## config.mk

```make
export PLATFORM = sky130hd
export DESIGN_NAME = fp_div_result_buf
export DESIGN_NICKNAME = d
export VERILOG_FILES = /design/src/rtl/fp_pkg.sv /design/src/rtl/fp_sync_fifo.sv /design/src/rtl/fp_div_result_buf.sv
export SDC_FILE = /design/constraint.sdc
export NUM_CORES = 1
export LEC_CHECK = 0
export CORE_UTILIZATION = 62
export DETAILED_ROUTE_END_ITERATION = 8
export GPL_ROUTABILITY_DRIVEN = 1
export GPL_TIMING_DRIVEN = 0
export PLACE_DENSITY = 0.84
export REMOVE_ABC_BUFFERS = 1
export SETUP_SLACK_MARGIN = 0.4
export SLEW_MARGIN = 25
export SYNTH_ARGS = -nofsm -noshare
export SYNTH_HDL_FRONTEND = slang
export SYNTH_SLANG_ARGS = --single-unit
```

## constraint.sdc

```tcl
create_clock -name clk -period 9.5 [get_ports clk]
set_input_delay 1.9 -clock clk [delete_from_list [all_inputs] [get_ports clk]]
set_output_delay 1.9 -clock clk [all_outputs]
set_load 0.01 [all_outputs]
```

## src/rtl/fp_pkg.sv

```systemverilog
// fp_pkg: shared binary32 field widths, types and classification helper.
package fp_pkg;
  localparam int MAN_W = 23;
  localparam int EXP_W = 8;
  localparam logic [EXP_W-1:0] EXP_MAX = 8'hFF;
  typedef enum logic [1:0] {
    FP_NORM = 2'd0,
    FP_ZERO = 2'd1,
    FP_INF  = 2'd2,
    FP_NAN  = 2'd3
  } fp_class_t;
  typedef struct packed {
    logic             sign;
    logic [EXP_W-1:0] exp;
    logic [MAN_W-1:0] man;
  } fp32_t;
  function automatic fp_class_t fp_classify(input fp32_t v);
    return (v.exp == EXP_MAX) ? ((v.man != '0) ? FP_NAN : FP_INF) :
           (v.exp == '0) ? FP_ZERO : FP_NORM;
  endfunction
endpackage

```

## src/rtl/fp_sync_fifo.sv

```systemverilog
// fp_sync_fifo: power-of-two synchronous FIFO with occupancy count.
module fp_sync_fifo #(
  parameter int DEPTH = 8,
  parameter int W = 32,
  parameter int CW = $clog2(2*DEPTH+1)
) (
  input  logic          clk,
  input  logic          rst,
  input  logic          push_i,
  input  logic          pop_i,
  input  logic [W-1:0]  wdata_i,
  output logic [W-1:0]  rdata_o,
  output logic          full_o,
  output logic          empty_o,
  output logic [CW-1:0] count_o
);
  localparam int AW = $clog2(DEPTH);
  logic [W-1:0] mem_q [DEPTH];
  logic [AW-1:0] wptr_q, wptr_d, rptr_q, rptr_d;
  logic [CW-1:0] count_q, count_d;
  logic wr, rd;
  assign full_o  = count_q == CW'(DEPTH);
  assign empty_o = count_q == '0;
  assign count_o = count_q;
  assign rdata_o = mem_q[rptr_q];
  assign rd = pop_i && !empty_o;
  // a pop frees the slot in the same cycle, so a full FIFO still accepts
  assign wr = push_i && (!full_o || rd);
  always_comb begin
    wptr_d  = wptr_q + AW'(wr);
    rptr_d  = rptr_q + AW'(rd);
    count_d = count_q + CW'(wr) - CW'(rd);
  end
  always_ff @(posedge clk) begin
    if (rst) begin
      wptr_q  <= '0;
      rptr_q  <= '0;
      count_q <= '0;
    end else begin
      wptr_q  <= wptr_d;
      rptr_q  <= rptr_d;
      count_q <= count_d;
    end
  end
  always_ff @(posedge clk) begin
    if (wr) mem_q[wptr_q] <= wdata_i;
  end
endmodule

```

## src/rtl/fp_div_result_buf.sv

```systemverilog
// fp_div_result_buf: packs divider results into binary32, buffers them and
// issues credit so the non-stallable divider never overruns the buffer.
module fp_div_result_buf
  import fp_pkg::*;
#(
  parameter int DEPTH = 8,
  parameter int CW = $clog2(2*DEPTH+1)
) (
  input  logic             clk,
  input  logic             rst,
  input  logic             issue,
  output logic             issue_ok,
  input  logic             dst_valid,
  input  logic [MAN_W-1:0] r_man,
  input  logic [EXP_W-1:0] r_exp,
  input  logic             r_sign,
  output logic             out_valid,
  input  logic             out_ready,
  output logic [31:0]      out_data,
  output logic [1:0]       out_class,
  output logic [CW-1:0]    count,
  output logic [CW-1:0]    inflight,
  output logic [2:0]       err
);
  fp32_t wr_word, head;
  logic full, empty, pop, spurious, ret;
  logic [CW-1:0] inflight_q, inflight_d;
  logic [2:0] err_q, err_d;
  assign wr_word   = '{sign: r_sign, exp: r_exp, man: r_man};
  assign out_valid = !empty;
  assign pop       = out_valid && out_ready;
  assign out_data  = head;
  assign out_class = fp_classify(head);
  assign inflight  = inflight_q;
  assign err       = err_q;
  fp_sync_fifo #(.DEPTH(DEPTH), .W(32), .CW(CW)) u_fifo (
    .clk     (clk),
    .rst     (rst),
    .push_i  (dst_valid),
    .pop_i   (pop),
    .wdata_i (wr_word),
    .rdata_o (head),
    .full_o  (full),
    .empty_o (empty),
    .count_o (count)
  );
  // credit uses registered state only, never same-cycle issue/return
  assign issue_ok = ({1'b0, count} + {1'b0, inflight_q}) < (CW+1)'(DEPTH);
  always_comb begin
    spurious   = dst_valid && (inflight_q == '0);
    ret        = dst_valid && !spurious;
    inflight_d = (issue && !ret) ? ((&inflight_q) ? inflight_q : inflight_q + 1'b1) :
                 (!issue && ret) ? inflight_q - 1'b1 : inflight_q;
    err_d      = err_q | {issue && !issue_ok, spurious, dst_valid && full && !pop};
  end
  always_ff @(posedge clk) begin
    if (rst) begin
      inflight_q <= '0;
      err_q      <= '0;
    end else begin
      inflight_q <= inflight_d;
      err_q      <= err_d;
    end
  end
endmodule

```

==> impl_metrics.py <==
metrics = {
    "status": {
        "status": "complete, no violations",
    },
    "clock_tree": {
        "cts-hold-fix-buffers": 0,
        "htree_levels": 1,
        "cts_tree": "done",
        "clk_latency_ns": 0.52,
        "post_cts_buffers": 0,
        "cts_resized": 0,
        "path_clk_slew_ns": 0.06,
        "cts_buffers": 26,
        "root_buffer": "clkbuf_16",
        "clock_path_buffers": 3,
        "clkSinkCount": 275,
    },
    "placed_design": {
        "dp.cells": 923,
        "dpl-instance-area_mm2": 0.0124,
        "dp_hpwl_mm": 14.4,
        "globalplace.congestion": 0.754,
        "port_buffers": 85,
    },
    "worst_setup_path": {
        "crit_arrival_ns": 4.40,
        "reg2regPathDepth": 9,
        "crit_type": "register to output port",
        "r2r-end": "u_fifo.mem_q[1][21]",
        "worstSetupStartpointType": "register",
        "required_ns": 7.60,
        "worst_setup_path_end_kind": "output port",
        "crit_path_max_fanout": 36,
        "reg2reg_slack_ns": 6.16,
        "worstReg2RegStart": "u_fifo.count_o[2]",
    },
    "drt": {
        "drc_errors": 0,
        "viasPerCell": 6.30,
        "drt_iter0_markers": 436,
        "wl_per_cell_um": 23.8,
        "num_vias": 6116,
        "drt-pass1-iter-count": 5,
        "totalWireLength_mm": 23.1,
        "drtAntennaViolNets": 0,
    },
    "global_routing": {
        "grt_use_total_pct": 26.0,
        "grt_pass1_wl_mm": 35.1,
        "antenna_found_initial": 0,
        "grt-ovfl-total": 0,
        "grt_pass1_vias": 6387,
        "grt_max_degree": 39,
    },
    "synth": {
        "synth_cell_types": 43,
        "synth-edff-count": 256,
        "yosysWarnings": 0,
        "yosysSeqAreaShare_pct": 73.3,
        "ys_ff_latch": 275,
        "syn_area_mm2": 0.0110,
        "synth_cells": 622,
        "synth-main-ff-cell": "edfxtp_1",
        "ys_async_sr_fraction_pct": 0,
        "avgSynthCellArea_um2": 17.7,
    },
    "final_layout": {
        "final_cell_area_mm2": 0.0132,
        "final_cells": 971,
        "layout.nets": 781,
        "fillers": 925,
        "drive_gt1_share_pct": 12.1,
        "antenna_cells": 0,
        "area_growth_pct": 20.2,
    },
    "timing": {
        "fin_crit_sh_pct": 66.3,
        "worst_pin_slew_ns": 0.854,
        "clock-skew-final_ns": 0.00686,
        "whs_ns": 0.497,
        "min_period_ns": 6.30,
        "hold_viol_final": 0,
        "slew_headroom_pct": 42.8,
        "setup_violations": 0,
        "max_freq_mhz": 159,
        "fin_tns_setup_ns": 0,
        "drv_slew": 0,
        "rsz0062_at_grt": "false",
    },
    "floorplanning": {
        "die_area_mm2": 0.0183,
        "core-area_mm2": 0.0173,
        "die_h_um": 135,
        "die_w_um": 135,
        "num_rows": 48,
        "initial_core_util_pct": 63.7,
        "num_io_pins": 86,
    },
    "run": {
        "drv_cap": 0,
    },
    "min_path": {
        "hold_path.class": "register to register",
        "hp-start": "err[2]",
        "min_path_cells": 2,
        "min_to": "err[2]",
    },
    "power": {
        "peakVddDrop_uv": 202,
        "power_density_mw_per_mm2": 259,
        "p_leak_nw": 4.32,
    },
}
worst max path at each step:
stage / from / end / slack, ns / cells past startpoint
detailed placement: u_fifo.rptr_q[0] / out_class[0] / 3.81 / 7
finish: u_fifo.rptr_q[0] / out_class[0] / 3.20 / 7
global placement: u_fifo.rptr_q[1] / out_class[0] / 0.52 / 7
global route: u_fifo.rptr_q[0] / out_class[0] / 2.99 / 7
floorplan: u_fifo.rptr_q[1] / out_class[0] / 2.81 / 6
CTS: u_fifo.rptr_q[0] / out_class[0] / 3.17 / 7
flip-flops by register name, indices dropped and copies added (netlist names):
register	flops
err	3
inflight	5
u_fifo.count_o	5
u_fifo.mem_q	256
u_fifo.rptr_q	3
u_fifo.wptr_q	3
worst max-delay path: stages, from the launching register on:
cell and delay (ns):
dfxtp_4 0.75, buf_16 0.32, or2_2 0.70, o221ai_1 0.33
nor4_1 0.63, nand4_1 0.37, o21ba_1 0.28, clkdlybuf4s50_1 0.48
layout by cell type (no fill, tap or decap), types with 6 or more instances in the layout:
cell             Yosys  routed
buf_16               0      10
buf_4                7       8
clkbuf_1             4       6
clkbuf_16            0      28
clkdlybuf4s50_1      0      85
dfxtp_1             19      17
edfxtp_1           256     256
ha_1                16      16
inv_1                8       8
mux2i_1            119     119
mux4_2               6       6
nand2_1              7       6
nor2_1              23      17
nor2_4               0       6
nor4_1               6       6
o221ai_1            21      21
o22a_1              21      21
o22ai_1             19      19
or2_2                5       6
xnor2_1              7       7
metrics by stage:
stage	power, mW	setup WS [ns]	util [%]
after global placement	2.38	0.520	69.0
after detailed placement	2.42	3.81	71.6
after floorplan	2.03	2.81	-
final	3.42	3.20	76.5
after global routing	3.55	2.99	76.5
after CTS	3.43	3.17	76.5
layer usage:
metal,GRT usage (%),wire length (µm)
met1,32.2,8800
met2,45.6,12200
met3,4.19,1410
met4,10.6,674
met5,0,0
power by group:
group | switching (mW) | internal [mW]
Combinational | 0.453 | 0.455
Sequential | 0.0923 | 1.41
Clock | 0.413 | 0.605
cell families after synthesis:
| kind of cell | after synthesis | synth area share (%) |
|---|---|---|
| flip-flops | 275 | 73.3 |
| XOR/XNOR | 10 | 0.796 |
| AND/OR/NAND/NOR | 71 | 3.47 |
| AO/OA/AOI/OAI | 83 | 5.83 |
| buffers and inverters | 37 | 2.10 |
| multiplexers | 128 | 12.4 |
| adder cells (fa/ha/maj) | 18 | 2.18 |
area by class of cell:
class	count	area [µm²]	share of cell area, %
timing repair buffer	105	1220	9.19
tap	225	282	2.13
clock buffer	36	751	5.67
clock inverter	12	104	0.785
inverter	8	30.0	0.227
sequential	275	8080	61.0
multi-input combinational	310	2770	21.0
synthesized netlist by cell type (all sizes together), types with 2 or more instances:
cell / number / share of area [%]
nor2: 23 / 0.78
o22ai: 20 / 1.2
nor4: 8 / 0.65
or2: 9 / 0.51
ha: 16 / 1.8
clkbuf: 4 / 0.14
inv: 8 / 0.27
o22a: 21 / 1.7
a211oi: 2 / 0.14
nor3: 5 / 0.23
mux2: 3 / 0.31
edfxtp: 256 / 70
nand2: 7 / 0.24
or4: 2 / 0.14
nor2b: 5 / 0.28
nand2b: 5 / 0.28
mux4: 6 / 1.2
nand3: 4 / 0.18
xnor2: 7 / 0.56
a21o: 5 / 0.34
o21ai: 4 / 0.22
fa: 2 / 0.36
buf: 25 / 1.7
a21oi: 5 / 0.23
xor2: 3 / 0.24
dfxtp: 19 / 3.5
o221ai: 21 / 1.7
mux2i: 119 / 11
Note: power is estimated with default switching activity, not from simulation.
